### config.mk
export PLATFORM = sky130hd
export DESIGN_NAME = updown_count_ctrl
export DESIGN_NICKNAME = d
export VERILOG_FILES = /design/src/rtl/ucc_pkg.sv /design/src/rtl/step_timer.sv /design/src/rtl/updown_count_ctrl.sv
export SDC_FILE = /design/constraint.sdc
export NUM_CORES = 1
export LEC_CHECK = 0
export CELL_PAD_IN_SITES_DETAIL_PLACEMENT = 1
export CELL_PAD_IN_SITES_GLOBAL_PLACEMENT = 2
export CORE_MARGIN = 2
export CORE_UTILIZATION = 34
export DETAILED_ROUTE_END_ITERATION = 10
export PLACE_DENSITY_LB_ADDON = 0.1
export SKIP_CTS_REPAIR_TIMING = 1
export SLEW_MARGIN = 0
export SYNTH_ARGS = -nofsm -noshare
export SYNTH_HDL_FRONTEND = slang
export SYNTH_HIERARCHICAL = 1
export SYNTH_SLANG_ARGS = --single-unit
### constraint.sdc
create_clock -name sys_clk -period 11.88 [get_ports sys_clk]
set_input_delay 2.376 -clock sys_clk [delete_from_list [all_inputs] [get_ports sys_clk]]
set_output_delay 2.376 -clock sys_clk [all_outputs]
set_load 0.02 [all_outputs]
### src/rtl/ucc_pkg.sv
// Shared types and constants for the up/down counter controller.
//   state_e          : burst engine state (idle, waiting on the step timer, done pulse)
//   DIR_UP, DIR_DOWN : encoding of burst_dir
package ucc_pkg;

    typedef enum logic [1:0] {
        StIdle = 2'd0,
        StWait = 2'd1,
        StDone = 2'd2
    } state_e;

    localparam logic DIR_UP   = 1'b0;
    localparam logic DIR_DOWN = 1'b1;

endpackage

### src/rtl/step_timer.sv
// Down-counter that paces the burst engine between steps.
//   sys_clk, reset : clock and synchronous active-high reset
//   load           : load value (takes priority over everything else)
//   value          : reload value (the burst period)
//   hold           : freeze the count
//   zero           : count is zero, i.e. a step is due
// The count never goes below zero, so a step that cannot be granted stays due.
module step_timer #(
    parameter int unsigned PER_W = 16
) (
    input  logic             sys_clk,
    input  logic             reset,
    input  logic             load,
    input  logic [PER_W-1:0] value,
    input  logic             hold,
    output logic             zero
);

    logic [PER_W-1:0] cnt_q, cnt_d;

    always_comb begin
        cnt_d = cnt_q;
        if (load) begin
            cnt_d = value;
        end else if (!hold && (cnt_q != '0)) begin
            cnt_d = cnt_q - PER_W'(1);
        end
    end

    always_ff @(posedge sys_clk) begin
        if (reset) begin
            cnt_q <= '0;
        end else begin
            cnt_q <= cnt_d;
        end
    end

    assign zero = (cnt_q == '0);

endmodule

### src/rtl/updown_count_ctrl.sv
// Host-triggered up/down counter with a scheduled burst engine.
//   sys_clk, reset         : clock and synchronous active-high reset
//   trig_reset/up/down     : host pulses; clear, +1, -1 (up and down together cancel)
//   burst_start/abort      : start a burst from idle / cancel a running burst
//   burst_len/period/dir   : burst config, latched at start
//   clear_flags            : clear sticky ovf/unf (a same-cycle set wins)
//   count, steps_left      : counter value and remaining burst steps
//   busy                   : burst waiting for or issuing steps
//   done                   : one-cycle pulse after the last burst step
//   ovf, unf               : sticky overflow/underflow flags
// Host triggers own the counter in their cycle; a due burst step is then retried.
module updown_count_ctrl
    import ucc_pkg::*;
#(
    parameter int unsigned WIDTH = 32,
    parameter int unsigned LEN_W = 16,
    parameter int unsigned PER_W = 16,
    parameter bit          WRAP  = 1'b1
) (
    input  logic             sys_clk,
    input  logic             reset,
    input  logic             trig_reset,
    input  logic             trig_up,
    input  logic             trig_down,
    input  logic             burst_start,
    input  logic             burst_abort,
    input  logic [LEN_W-1:0] burst_len,
    input  logic [PER_W-1:0] burst_period,
    input  logic             burst_dir,
    input  logic             clear_flags,
    output logic [WIDTH-1:0] count,
    output logic [LEN_W-1:0] steps_left,
    output logic             busy,
    output logic             done,
    output logic             ovf,
    output logic             unf
);

    state_e           state_q, state_d;
    logic [WIDTH-1:0] count_q, count_d;
    logic [LEN_W-1:0] steps_left_q, steps_left_d;
    logic [PER_W-1:0] period_q, period_d;
    logic             dir_q, dir_d;
    logic             ovf_q, ovf_d;
    logic             unf_q, unf_d;

    logic             timer_load;
    logic [PER_W-1:0] timer_value;
    logic             timer_zero;

    logic             host_trig;
    logic             step_grant;
    logic             do_step;
    logic             use_dec;
    logic [WIDTH:0]   addend;
    logic [WIDTH:0]   sum;
    logic             ovf_evt;
    logic             unf_evt;

    step_timer #(
        .PER_W (PER_W)
    ) u_step_timer (
        .sys_clk (sys_clk),
        .reset   (reset),
        .load    (timer_load),
        .value   (timer_value),
        .hold    (state_q != StWait),
        .zero    (timer_zero)
    );

    assign host_trig  = trig_reset | trig_up | trig_down;
    // Abort also withholds the step so count is left exactly as it was.
    assign step_grant = (state_q == StWait) && timer_zero && !host_trig && !burst_abort;

    // Single +/-1 adder: decrement adds all-ones, so carry-out clear means we
    // went below zero; for increment, carry-out set means we passed all-ones.
    always_comb begin
        do_step = 1'b0;
        use_dec = 1'b0;
        if (!trig_reset) begin
            if (trig_up ^ trig_down) begin
                do_step = 1'b1;
                use_dec = trig_down;
            end else if (step_grant) begin
                do_step = 1'b1;
                use_dec = (dir_q == DIR_DOWN);
            end
        end
    end

    assign addend  = use_dec ? {1'b0, {WIDTH{1'b1}}} : (WIDTH + 1)'(1);
    assign sum     = {1'b0, count_q} + addend;
    assign ovf_evt = do_step && !use_dec && sum[WIDTH];
    assign unf_evt = do_step && use_dec && !sum[WIDTH];

    always_comb begin
        count_d = count_q;
        if (trig_reset) begin
            count_d = '0;
        end else if (do_step) begin
            if (!WRAP && (ovf_evt || unf_evt)) begin
                count_d = count_q;
            end else begin
                count_d = sum[WIDTH-1:0];
            end
        end
        ovf_d = ovf_evt || (ovf_q && !clear_flags);
        unf_d = unf_evt || (unf_q && !clear_flags);
    end

    always_comb begin
        state_d      = state_q;
        steps_left_d = steps_left_q;
        period_d     = period_q;
        dir_d        = dir_q;
        timer_load   = 1'b0;
        timer_value  = period_q;
        unique case (state_q)
            StIdle: begin
                if (burst_start) begin
                    if (burst_len != '0) begin
                        state_d      = StWait;
                        steps_left_d = burst_len;
                        period_d     = burst_period;
                        dir_d        = burst_dir;
                        timer_load   = 1'b1;
                        timer_value  = burst_period;
                    end else begin
                        state_d = StDone;
                    end
                end
            end
            StWait: begin
                if (burst_abort) begin
                    state_d = StIdle;
                end else if (step_grant) begin
                    steps_left_d = steps_left_q - LEN_W'(1);
                    if (steps_left_q == LEN_W'(1)) begin
                        state_d = StDone;
                    end else begin
                        timer_load = 1'b1;
                    end
                end
            end
            StDone: begin
                state_d = StIdle;
            end
            default: begin
                state_d = StIdle;
            end
        endcase
    end

    always_ff @(posedge sys_clk) begin
        if (reset) begin
            state_q      <= StIdle;
            count_q      <= '0;
            steps_left_q <= '0;
            period_q     <= '0;
            dir_q        <= DIR_UP;
            ovf_q        <= 1'b0;
            unf_q        <= 1'b0;
        end else begin
            state_q      <= state_d;
            count_q      <= count_d;
            steps_left_q <= steps_left_d;
            period_q     <= period_d;
            dir_q        <= dir_d;
            ovf_q        <= ovf_d;
            unf_q        <= unf_d;
        end
    end

    assign count      = count_q;
    assign steps_left = steps_left_q;
    assign busy       = (state_q == StWait);
    // An abort in the done cycle swallows the pulse.
    assign done       = (state_q == StDone) && !burst_abort;
    assign ovf        = ovf_q;
    assign unf        = unf_q;

endmodule

==> flow_summary.yaml <==
global_route:
  grt_first_pass_wirelength_mm: 32.05
  antenna_found_initial: 1
  grt_pass1_vias: 6262
  gr-total-overflow: 0
  track_usage_pct: 21.81
  grt_max_degree: 58
power:
  peakVddDrop_mv: 0.07269
  power_density_nw_per_um2: 114.2
  p_leak_nw: 2.815
  totalPowerFinal_mw: 0.8313
logic_synthesis:
  synthFlopType: "dfxtp_1"
  synth.avg_cell_area_um2: 7.729
  async_flop_share_pct: 0
  synth_edf_count: 0
  syn_area_um2: 5882
  ys_top_cells_by_area: "dfxtp_1 (29%), ha_1 (7.2%), a21oi_1 (5.4%)"
  ys_ff_latch: 85
  synth_warnings: 6
  seq_area_frac_synth_pct: 28.93
  yosysUniqueCellTypes: 74
  syn_inst: 761
  syn-num-nets: 837
  synth.top_cell.area_share_pct: 28.93
  synth_top_area_cell: "dfxtp_1"
sta:
  min_period_ps: 6452
  period_share_pct: 54.31
  setup_viol: 0
  fmax_ghz: 0.1550
  fin_worst_skew_ps: 9.718
  hold_ws_ps: 484.6
  fin_setup_tns_ps: 0
  slew_violations: 0
  rsz0062_at_grt: "false"
  hold_viol_final: 0
  slew_headroom_pct: 28.06
  worst_pin_slew_ps: 1074
clock_network:
  clock-root-buffer: "clkbuf_16"
  cts_buffer_depth: 2
  numClockSinks: 85
  cts.clk_slew.worst_paths_ps: 80
  cts_max_level: 3
  cts_tree: "built"
  cts_inserted_buffers: 9
  clock_latency_ps: 350
detailed_routing:
  dr_total_vias: 6045
  wl_per_cell_um: 18.48
  drcViolationCount: 0
  routed_via_density: 5.692
  wl_mm: 19.63
  drt_iter0_drc: 212
  final_antenna_net_count: 0
  first_pass_iters: 4
finish:
  nNetsFinal: 908
  area_growth_pct: 23.74
  diodes: 0
  drive_gt1_share_pct: 7.049
placed_design:
  dp_hpwl_mm: 14.33
  gp_congestion: 0.8619
  port_buffers: 92
die:
  io_pins: 93
  core-area_um2: 17120
  die_area_um2: 18370
  rows: 48
  chipWidth_um: 135.5
  start_util_pct: 34.36
  die_h_um: 135.5
setup_path:
  critPathArrivalTime_ps: 6710
  critical_path_required_ps: 12140
  path_class: "primary input to flop"
  critical_path.max_fanout: 33
  startpoint_type: "primary input"
  endpoint_kind: "flop"
hold_path:
  hp-class: "flop to flop"
job:
  max_cap_violations: 0
outcome:
  status: "finished clean"
[layer usage]
layer,global-route usage (%),vias to the layer above,part of all wire (%)
met2,38.18,92,49
met3,3.479,28,3.1
met5,0,-,0
li1,-,2977,-
met4,7.639,0,2.4
met1,27.15,2948,45
[where the power goes]
group	leakage [nW]	switching (mW)	internal [mW]
combinational	1.97	0.111	0.0792
clock	0.152	0.135	0.185
sequential	0.696	0.0181	0.302
total	2.81	0.264	0.567
[layout make-up]
| type | instances | area, um2 |
|---|---|---|
| clock buffer | 9 | 225.2 |
| clock inverter | 7 | 97.59 |
| fill | 2054 | 9838 |
| inverter | 27 | 101.3 |
| multi-input combinational | 610 | 3902 |
| sequential | 85 | 1702 |
| tap | 225 | 281.5 |
| timing repair buffer | 99 | 968.4 |
[kinds of logic (layout without fill, tap and decap cells)]
logic type | after synthesis | count (layout) | synth area share [%]
DFF | 85 | 85 | 28.93
AOI/OAI and AO/OA | 223 | 223 | 25.02
adders and majority gates | 35 | 35 | 7.573
xor gates and xnor gates | 19 | 19 | 2.829
muxes | 21 | 21 | 3.914
and+or+nand+nor | 312 | 312 | 26.91
buffers and inverters | 66 | 142 | 4.829
[sequential cells by signal, indices dropped and copies added (netlist names)]
name	flops
ovf	1
dir_q	1
period_q	16
unf	1
count	32
u_step_timer/cnt_q	16
steps_left	16
state_q	2
[per-stage QoR]
stage	util (%)	instances	setup WS, ps	instance area [um2]
after floorplan	-	761	5098	5882
after global placement	40.64	1046	5184	6955
after detailed placement	40.64	1046	5113	6955
after CTS	42.52	1062	5406	7278
after global routing	42.52	1062	5084	7278
final	42.52	1062	5428	7278
[Yosys cell counts (10+ instances only)]
cell      count
a311oi_1     10
nor4_1       16
a21oi_1      63
nor2b_1      20
nor2_1       78
o21ai_0      43
or4_1        12
a21o_1       13
nand3_1      31
nand2_1      73
nor3_1       21
a211oi_1     16
dfxtp_1      85
xor2_1       10
a31oi_1      12
clkbuf_1     30
ha_1         34
inv_1        26
mux2_2       16
nand4_1      17
[layout by cell type, fill, tap and decap left out, types with 6 or more instances in the layout]
cell type	instances
clkdlybuf4s50_1	91
dfxtp_1	85
nor2_1	78
nand2_1	73
a21oi_1	62
o21ai_0	43
ha_1	34
nand3_1	31
inv_1	26
nor3_1	21
nor2b_1	19
nand4_1	17
a211oi_1	16
nor4_1	16
mux2_2	16
a21o_1	13
a31oi_1	12
or4_1	12
xor2_1	10
a311oi_1	10
or3_1	9
a22o_1	9
xnor2_1	9
clkbuf_16	9
buf_4	7
a22oi_1	6
o31ai_1	6
[critical path: stages]
cell and delay (ps):
clkdlybuf4s50_1 570, or4b_4 610, nor3_4 250, nand3_1 130, a21oi_2 140, buf_4 380, inv_1 110, fa_1 390
nand2b_1 190, a21oi_1 190, nor3_1 120, o41a_1 450, o21ai_1 370, a41oi_1 180, a211oi_1 250
[final timing paths]
check / startpoint / endpoint / slack [ps] / cells past startpoint
min: count[2]$_SDFFE_PP0P_ / count[2]$_SDFFE_PP0P_ / 480 / 2
max: trig_reset / count[26]$_SDFFE_PP0P_ / 5430 / 15
max reg2reg: u_step_timer/cnt_q[0]$_SDFFE_PP0P_ / count[26]$_SDFFE_PP0P_ / 6000 / 18
min reg2reg: count[2]$_SDFFE_PP0P_ / count[2]$_SDFFE_PP0P_ / 480 / 2
No activity file was read; power rests on OpenSTA's default activity.
